$ cat src/rtl/sbr_egr_crd_ccf.sv
// Sideband egress credit gate: per-channel NP/PC flit FIFOs, credit counters and a message dispatcher.
// Optional even-parity output mparity is enabled by defining SBR_EGR_PARITY_EN.
module sbr_egr_crd_ccf #(
    parameter int PAYLOAD_WIDTH = 8,
    parameter int FIFO_DEPTH    = 4,
    parameter int MAX_CRD       = 15
) (
    input  logic                     clk,
    input  logic                     rep_rst,
    input  logic                     in_valid,
    input  logic                     in_np,
    input  logic                     in_eom,
    input  logic [PAYLOAD_WIDTH-1:0] in_payload,
    output logic                     in_ready,
    input  logic [2:0]               side_ism_agent,
    output logic                     mnpput,
    output logic                     mpcput,
    output logic                     meom,
    output logic [PAYLOAD_WIDTH-1:0] mpayload,
`ifdef SBR_EGR_PARITY_EN
    output logic                     mparity,
`endif
    input  logic                     mnpcup,
    input  logic                     mpccup,
    output logic                     crd_err,
    output logic                     clk_req
);
    localparam int AW = $clog2(FIFO_DEPTH);
    localparam int CW = $clog2(MAX_CRD + 1);
    localparam int EW = PAYLOAD_WIDTH + 1;
    localparam logic [CW-1:0] CRD_MAX = CW'(MAX_CRD);

    typedef enum logic [1:0] {IDLE, SEND_PC, SEND_NP} state_t;

    logic [EW-1:0] mem_pc [FIFO_DEPTH];
    logic [EW-1:0] mem_np [FIFO_DEPTH];
    logic [AW:0]   wp_pc, rp_pc, wp_np, rp_np;
    logic [CW-1:0] crd_pc, crd_np;
    state_t        state;
    logic          last_np, msg_done;

    logic empty_pc, empty_np, full_pc, full_np;
    logic push_pc, push_np, pop_pc, pop_np;
    logic elig_pc, elig_np, start_pc, start_np, ism_active;
    logic [EW-1:0] head_pc, head_np;

    assign empty_pc = (wp_pc == rp_pc);
    assign empty_np = (wp_np == rp_np);
    assign full_pc  = (wp_pc[AW] != rp_pc[AW]) && (wp_pc[AW-1:0] == rp_pc[AW-1:0]);
    assign full_np  = (wp_np[AW] != rp_np[AW]) && (wp_np[AW-1:0] == rp_np[AW-1:0]);
    assign in_ready = in_np ? ~full_np : ~full_pc;
    assign push_pc  = in_valid & in_ready & ~in_np;
    assign push_np  = in_valid & in_ready & in_np;
    assign head_pc  = mem_pc[rp_pc[AW-1:0]];
    assign head_np  = mem_np[rp_np[AW-1:0]];

    assign ism_active = (side_ism_agent == 3'b011);
    assign elig_pc    = ism_active & ~empty_pc & (crd_pc != '0);
    assign elig_np    = ism_active & ~empty_np & (crd_np != '0);
    assign start_pc   = (state == IDLE) & elig_pc & (~elig_np | last_np);
    assign start_np   = (state == IDLE) & elig_np & (~elig_pc | ~last_np);
    assign pop_pc     = start_pc | ((state == SEND_PC) & ~msg_done & ~empty_pc);
    assign pop_np     = start_np | ((state == SEND_NP) & ~msg_done & ~empty_np);

    assign clk_req = ~empty_pc | ~empty_np | (state != IDLE) | mpcput | mnpput;

    always_ff @(posedge clk) begin
        if (push_pc) mem_pc[wp_pc[AW-1:0]] <= {in_eom, in_payload};
        if (push_np) mem_np[wp_np[AW-1:0]] <= {in_eom, in_payload};
    end

    always_ff @(posedge clk or posedge rep_rst) begin
        if (rep_rst) begin
            wp_pc <= '0;
            rp_pc <= '0;
            wp_np <= '0;
            rp_np <= '0;
        end else begin
            if (push_pc) wp_pc <= wp_pc + 1'b1;
            if (pop_pc)  rp_pc <= rp_pc + 1'b1;
            if (push_np) wp_np <= wp_np + 1'b1;
            if (pop_np)  rp_np <= rp_np + 1'b1;
        end
    end

    always_ff @(posedge clk or posedge rep_rst) begin
        if (rep_rst) begin
            crd_pc  <= '0;
            crd_np  <= '0;
            crd_err <= 1'b0;
        end else begin
            if (mpccup && !start_pc) begin
                if (crd_pc == CRD_MAX) crd_err <= 1'b1;
                else                   crd_pc  <= crd_pc + 1'b1;
            end else if (!mpccup && start_pc) begin
                crd_pc <= crd_pc - 1'b1;
            end
            if (mnpcup && !start_np) begin
                if (crd_np == CRD_MAX) crd_err <= 1'b1;
                else                   crd_np  <= crd_np + 1'b1;
            end else if (!mnpcup && start_np) begin
                crd_np <= crd_np - 1'b1;
            end
        end
    end

    // msg_done marks a single-flit message whose eom left on the start pop; the
    // SEND cycle then pops nothing. last_np only moves on contested grants.
    always_ff @(posedge clk or posedge rep_rst) begin
        if (rep_rst) begin
            state    <= IDLE;
            last_np  <= 1'b1;
            msg_done <= 1'b0;
            mpcput   <= 1'b0;
            mnpput   <= 1'b0;
            meom     <= 1'b0;
            mpayload <= '0;
`ifdef SBR_EGR_PARITY_EN
            mparity  <= 1'b0;
`endif
        end else begin
            mpcput <= pop_pc;
            mnpput <= pop_np;
            if (pop_pc) begin
                {meom, mpayload} <= head_pc;
`ifdef SBR_EGR_PARITY_EN
                mparity <= ^head_pc;
`endif
            end else if (pop_np) begin
                {meom, mpayload} <= head_np;
`ifdef SBR_EGR_PARITY_EN
                mparity <= ^head_np;
`endif
            end
            case (state)
                IDLE: begin
                    if (start_pc) begin
                        state    <= SEND_PC;
                        msg_done <= head_pc[PAYLOAD_WIDTH];
                        if (elig_np) last_np <= 1'b0;
                    end else if (start_np) begin
                        state    <= SEND_NP;
                        msg_done <= head_np[PAYLOAD_WIDTH];
                        if (elig_pc) last_np <= 1'b1;
                    end
                end
                SEND_PC: begin
                    if (msg_done || (pop_pc && head_pc[PAYLOAD_WIDTH])) begin
                        state    <= IDLE;
                        msg_done <= 1'b0;
                    end
                end
                SEND_NP: begin
                    if (msg_done || (pop_np && head_np[PAYLOAD_WIDTH])) begin
                        state    <= IDLE;
                        msg_done <= 1'b0;
                    end
                end
                default: state <= IDLE;
            endcase
        end
    end
endmodule

$ cat config.mk
export PLATFORM = sky130hd
export DESIGN_NAME = sbr_egr_crd_ccf
export DESIGN_NICKNAME = d
export VERILOG_FILES = /design/src/rtl/sbr_egr_crd_ccf.sv
export SDC_FILE = /design/constraint.sdc
export NUM_CORES = 1
export LEC_CHECK = 0
export ABC_AREA = 1
export CAP_MARGIN = 20
export CORE_UTILIZATION = 44
export DETAILED_ROUTE_END_ITERATION = 6
export SLEW_MARGIN = 10
export SYNTH_ARGS = -nofsm -noshare
export SYNTH_HDL_FRONTEND = slang
export SYNTH_SLANG_ARGS = --single-unit
$ cat constraint.sdc
create_clock -name clk -period 3.5 [get_ports clk]
set_clock_uncertainty 0.15 [all_clocks]
set_input_delay 0.7 -clock clk [delete_from_list [all_inputs] [get_ports clk]]
set_output_delay 0.7 -clock clk [all_outputs]
set_load 0.03 [all_outputs]
### After elaboration in Yosys (flattened, before gate mapping)

Memory sizes are Yosys's and may differ from the RTL's.
Cells that the tools add are included.

* bits in registers: 36
* latch bits: 0
* bits in writable memories: 72
* memory bits (read-only): 0
* input port bits: 18
* output and inout port bits: 14
* word-level logic and storage cells: 135
* memories kept: 2

Memory list
* mem_np: depth 4, bits a word 9, rd ports 1, clocked after Yosys merged registers in 0, write ports 1, RTL line 36 `logic [EW-1:0] mem_np [FIFO_DEPTH];`
* mem_pc: depth 4, bits a word 9, rd ports 1, clocked after Yosys merged registers in 0, write ports 1, RTL line 35 `logic [EW-1:0] mem_pc [FIFO_DEPTH];`

* add/sub/neg operators: 8
* multipliers: 0
* div/mod/pow operators: 0
* $lt $le $gt $ge: 0
* equality and inequality tests: 17
* shifts and indexed selects: 0
* muxes and demuxes: 33
* bitwise logic cells: 32
* reduce and logical (&&, ||, !) cells: 29

Operator list (count)
* $mux W4: 6
* $mux W1: 19
* $mux W8: 2
* $and A1 B1 Y1: 15
* $add A3 B1 Y3 const B: 4
* $reduce_bool A2 Y1: 6
* $not A1 Y1: 9
* $add A4 B1 Y4 const B: 2
* $eq A4 B4 Y1 const B: 2
* $logic_and A1 B1 Y1: 8
* $mux W2: 4
* $or A1 B1 Y1: 8
* $reduce_and A4 Y1: 2
* $reduce_bool A4 Y1: 2
* $sub A4 B1 Y4 const B: 2
* $eq A3 B3 Y1: 2
* $ne A2 B2 Y1 const B: 3
* $pmux W2 S3: 1
* $eq A2 B2 Y1: 2
* $logic_not A1 Y1: 4
* $ne A2 B1 Y1 const B: 2
* $reduce_and A2 Y1: 2
* $eq A3 B2 Y1 const B: 1
* $ne A3 B3 Y1 const B: 1
* 8 further kinds: 10

### Depth between registers and ports, before layout

* depth in word-level cells: 12
* gate-level depth with buffers: 17
* mapped depth without buffers: 17

### Worst setup path before layout

OpenSTA, ideal clock, no wires.

* path kind: input -> register
* start: input port in_np
* end: memory mem_np[0][0] (netlist bit) (enable)
* library setup time: 0.374 ns
* arrival time: 2.271 ns
* required time: 2.976 ns
* path slack: 0.705 ns
* stages: 6
* buffers on the path: 0
* path through: inv_1 > nor2_1 > a31oi_1 > and2_4 > nand2_2 > nor2_1

* word-level cells in the longest chain between the ends: 5

Ends and longest elaborated chain
* start, declared: RTL line 11 `input logic in_np,`
* $mux W1: RTL line 51 `assign in_ready = in_np ? ~full_np : ~full_pc;`
* via in_ready: RTL line 14 `output logic in_ready,`
* $and A1 B1 Y1 (2 in series): RTL line 53 `assign push_np = in_valid & in_ready & in_np;`
* $mux W1: RTL line 69 `if (push_np) mem_np[wp_np[AW-1:0]] <= {in_eom, in_payload};`
* $mux W1 (implied by the code): RTL line 69
* end, declared: RTL line 36

The timed path passes the listed nets, and every way through them passes these cells.

### Worst setup path in the final report

* start: register rp_pc[1]
* end: output port clk_req

* word-level cells in the longest chain between the ends: 6

Ends and longest elaborated chain
* start, declared: RTL line 37 `logic [AW:0] wp_pc, rp_pc, wp_np, rp_np;`
* start signal, assigned: RTL line 80 `if (pop_pc) rp_pc <= rp_pc + 1'b1;`
* $eq A3 B3 Y1: RTL line 47 `assign empty_pc = (wp_pc == rp_pc);`
* $not A1 Y1: RTL line 65 `assign clk_req = ~empty_pc | ~empty_np | (state != IDLE) | mpcput | mnpput;`
* $or A1 B1 Y1 (4 in series): RTL line 65
* end, declared: RTL line 26 `output logic clk_req`

Every way passes these cells.

==> results.ini <==
[status]
outcome = complete, no violations

[yosys]
synth_flop_cell = sky130_fd_sc_hd__edfxtp_1
synthesis.nets = 487
synth-seq-cells = 108
synth_cell_types = 37
synth.largest_area_cell = sky130_fd_sc_hd__edfxtp_1
synth_area_in_adders_pct = 4.74
synth_area_leaders = sky130_fd_sc_hd__edfxtp_1, sky130_fd_sc_hd__dfrtp_1, sky130_fd_sc_hd__nand2_1, sky130_fd_sc_hd__nor2_1, sky130_fd_sc_hd__ha_1
postSynth.asyncResetShare_pct = 33.3
synth_area_per_cell_um2 = 10.9
synth_top_family_by_area = simple AND/OR/NAND/NOR gates
synthesis.instances = 451
yosys.area_share.simple_pct = 17.3
area_fraction_in_compound_gates_after_synthesis_pct = 8.38
synth_sequential_area_ratio_pct = 62.4
count_of_flip_flops_with_a_built_in_enable_after_synthesis = 72
synth-xor-area-share_pct = 2.85
post-synth-top-area-fraction_pct = 44.0
synthMuxAreaShare_pct = 0
synthesis.area_mm2 = 0.00491
yosysWarningCount = 0

[critical_path]
setup.worst_path.start = rp_pc[1]
crit-reg2reg-capture = crd_np[3]
timing.critical_path.required_ns = 2.65
critical_path.startpoint_type = register
crit_path_end = clk_req
crit_path_end_kind = primary output
crit_type = register to primary output
worst-r2r-cell-count = 17
critical_path.max_fanout = 14
timing.critical_path.arrival_ns = 2.36
r2r_setup_slack_ns = 0.82
rr_startpoint = rp_pc[1]

[floorplanning]
fp.coreArea_mm2 = 0.0108
fp.dieW_um = 108
die_area_mm2 = 0.0116
ioPinCount = 32
floorplan.initialDensity_pct = 45.3
placement_rows = 38
dieHeight_um = 108

[global_routing]
grt_remaining_overflow = 0
antenna_found_initial = 0
grt_pass1_wl_um = 16200
grt_pass1_vias = 3114
grt_overall_usage_pct = 18.8
grt_start_max_net_pins = 22

[detailed_routing]
met2_layer_wire_length_in_the_routed_design_um = 4730
highest_layer = met4
detail_route.wirelength.met1_um = 4730
vias_per_cell = 5.03
detailroute.wirelength.met3_um = 279
avg_wl_per_cell_um = 15.4
drt_iter0_markers = 197
firstDrtPassIters = 4
ant_nets = 0
drc = 0
finalWirelength_um = 9870
detailroute.via_count = 3219

[pwr]
combinationalPowerShare_pct = 43.1
power_switching_share_pct = 41.0
power.share.sequential_pct = 40.6
cellPowerDensity_mw_per_mm2 = 824
irDropWorstVdd_mv = 0.636
finalPower_w = 0.00464
net-switching-power_w = 0.00190
static-leakage-power_nw = 2.25
p_int_w = 0.00274
share_clk_of_total_power_pct = 16.3

[place]
dpl-instance-area_mm2 = 0.00544
dp.final_hpwl_um = 6900
buffer_ports.inserted = 31
place_inst = 624
gp_routability_congestion = 0.831

[timing]
setup_viol_count_final = 0
period_needed_ns = 3.21
rsz_0062_raised_after_global_routing = false
number_of_hold_violations_in_the_final_report = 0
clock.fmax_mhz = 311
max_slew.worst_pin.slew_ns = 0.791
slew_hr_pct = 47.2
drv_slew = 0
setup_tns_ns = 0
fin_crit_sh_pct = 91.7

[min_path]
timing.hold.worst.start = wp_np[2]
hp-class = register to register

[final_layout]
fin_cells = 640
final_area_mm2 = 0.00563
layout-drive-gt1-share_pct = 11.4
final_nets = 531
flow.area_growth_from_synthesis_pct = 14.7
antenna_cells = 0

[clocking]
cts_post_setup_buffers_inserted = 0
htree_num_levels = 3
cts_buffers = 9
tritoncts = yes
clock_latency_on_the_worst_skew_pair_ns = 0.37
tritoncts_num_sinks = 108
hold_buf_count_cts = 0
postCtsResizedCells = 0
clkSlewWorstSetupHoldPaths_ns = 0.09
root_buffer = sky130_fd_sc_hd__clkbuf_8
clock_tree.buffer_depth = 2

[run]
max-cap-violations = 0

[routing by layer]
layer / global-route usage [%] / up-vias
met5: 0 / -
met4: 5.68 / 0
met3: 3.93 / 12
met2: 31.0 / 58
met1: 25.0 / 1528
li1: - / 1621
[layout make-up]
cell class | instances | area [µm²]
well taps | 140 | 175
clock buffers | 11 | 131
inverters | 47 | 176
flip-flops and latches | 108 | 3060
fillers | 1009 | 5210
repair buffers | 42 | 393
multi-input cells | 287 | 1630
clock inverters | 5 | 61.3
[cells by family after synthesis]
logic type	after synthesis
and+or+nand+nor	180
adders and majority gates	18
xor gates and xnor gates	16
DFF	108
buffers and inverters	56
AOI/OAI and AO/OA	73
[sequential cells by signal, summed over array words and instances, names as in the netlist]
register / count
crd_err: 1
mpayload: 8
mem_np: 36
mem_pc: 36
rp_pc: 3
mnpput: 1
msg_done: 1
mpcput: 1
crd_pc: 4
rp_np: 3
last_np: 1
wp_np: 3
meom: 1
wp_pc: 3
crd_np: 4
state: 2
[worst min path at each step]
stage	to	slack, ns	cells after the start
floorplan	wp_np[2]	0.31	1
global placement	wp_np[2]	0.33	1
detailed placement	mpayload[4]	0.33	2
CTS	wp_np[2]	0.35	1
global route	rp_np[2]	0.37	1
finish	wp_np[2]	0.34	1
[Yosys cell counts, drive strengths merged (4+ instances only)]
library cell,count
inv,46
ha,17
o22ai,14
nand2,77
o21ai,44
edfxtp,72
xor2,10
nor2,65
nor3,9
clkbuf,7
nand4,4
nand3,19
a21oi,9
dfrtp,35
xnor2,6
[stage by stage]
stage,utilization (%),setup slack (ns),hold WS [ns]
floorplan,-,0.705,0.312
global placement,50.2,0.428,0.325
detailed placement,50.2,0.371,0.327
CTS,52.0,0.263,0.348
global route,52.0,0.106,0.366
finish,52.0,0.289,0.343
[cells in the final DEF (no fill, tap or decap), types with 2 or more instances in the layout]
cell type and count:
sky130_fd_sc_hd__ha_1 17, sky130_fd_sc_hd__clkbuf_8 9, sky130_fd_sc_hd__inv_2 6, sky130_fd_sc_hd__clkinv_1 2
sky130_fd_sc_hd__clkbuf_1 2, sky130_fd_sc_hd__clkdlybuf4s50_1 31, sky130_fd_sc_hd__inv_1 40, sky130_fd_sc_hd__nor3_1 9
sky130_fd_sc_hd__a21oi_1 9, sky130_fd_sc_hd__nand2_2 6, sky130_fd_sc_hd__xnor2_1 6, sky130_fd_sc_hd__edfxtp_1 72
sky130_fd_sc_hd__dfrtp_1 35, sky130_fd_sc_hd__nand2_1 64, sky130_fd_sc_hd__nand3_1 16, sky130_fd_sc_hd__nand2_4 7
sky130_fd_sc_hd__o22ai_1 14, sky130_fd_sc_hd__or2_1 2, sky130_fd_sc_hd__nor2_1 60, sky130_fd_sc_hd__nor2_4 2
sky130_fd_sc_hd__o21ai_0 41, sky130_fd_sc_hd__buf_4 11, sky130_fd_sc_hd__nand4_1 4, sky130_fd_sc_hd__a31oi_1 2
sky130_fd_sc_hd__o21ai_2 2, sky130_fd_sc_hd__xor2_1 10, sky130_fd_sc_hd__nor2_2 3, sky130_fd_sc_hd__nand3_2 3
sky130_fd_sc_hd__and2_4 2
[critical path, stage by stage, from the launching register on]
cell                              delay, ns
sky130_fd_sc_hd__dfrtp_1               0.51
sky130_fd_sc_hd__inv_2                 0.24
sky130_fd_sc_hd__nand2_1               0.10
sky130_fd_sc_hd__nand2_2               0.09
sky130_fd_sc_hd__nand3_2               0.12
sky130_fd_sc_hd__nor4_1                0.22
sky130_fd_sc_hd__nand4_1               0.11
sky130_fd_sc_hd__clkdlybuf4s50_1       0.61
[power groups by stage]
| stage | logic (W) | registers [W] | clock network, W |
|---|---|---|---|
| floorplan | 0.00134 | 0.00198 | 0 |
| global placement | 0.00197 | 0.00190 | 0 |
| detailed placement | 0.00201 | 0.00191 | 0 |
| CTS | 0.00202 | 0.00189 | 0.000780 |
| global route | 0.00226 | 0.00193 | 0.000823 |
| finish | 0.00200 | 0.00189 | 0.000757 |
Power figures use the tool's default switching activity.
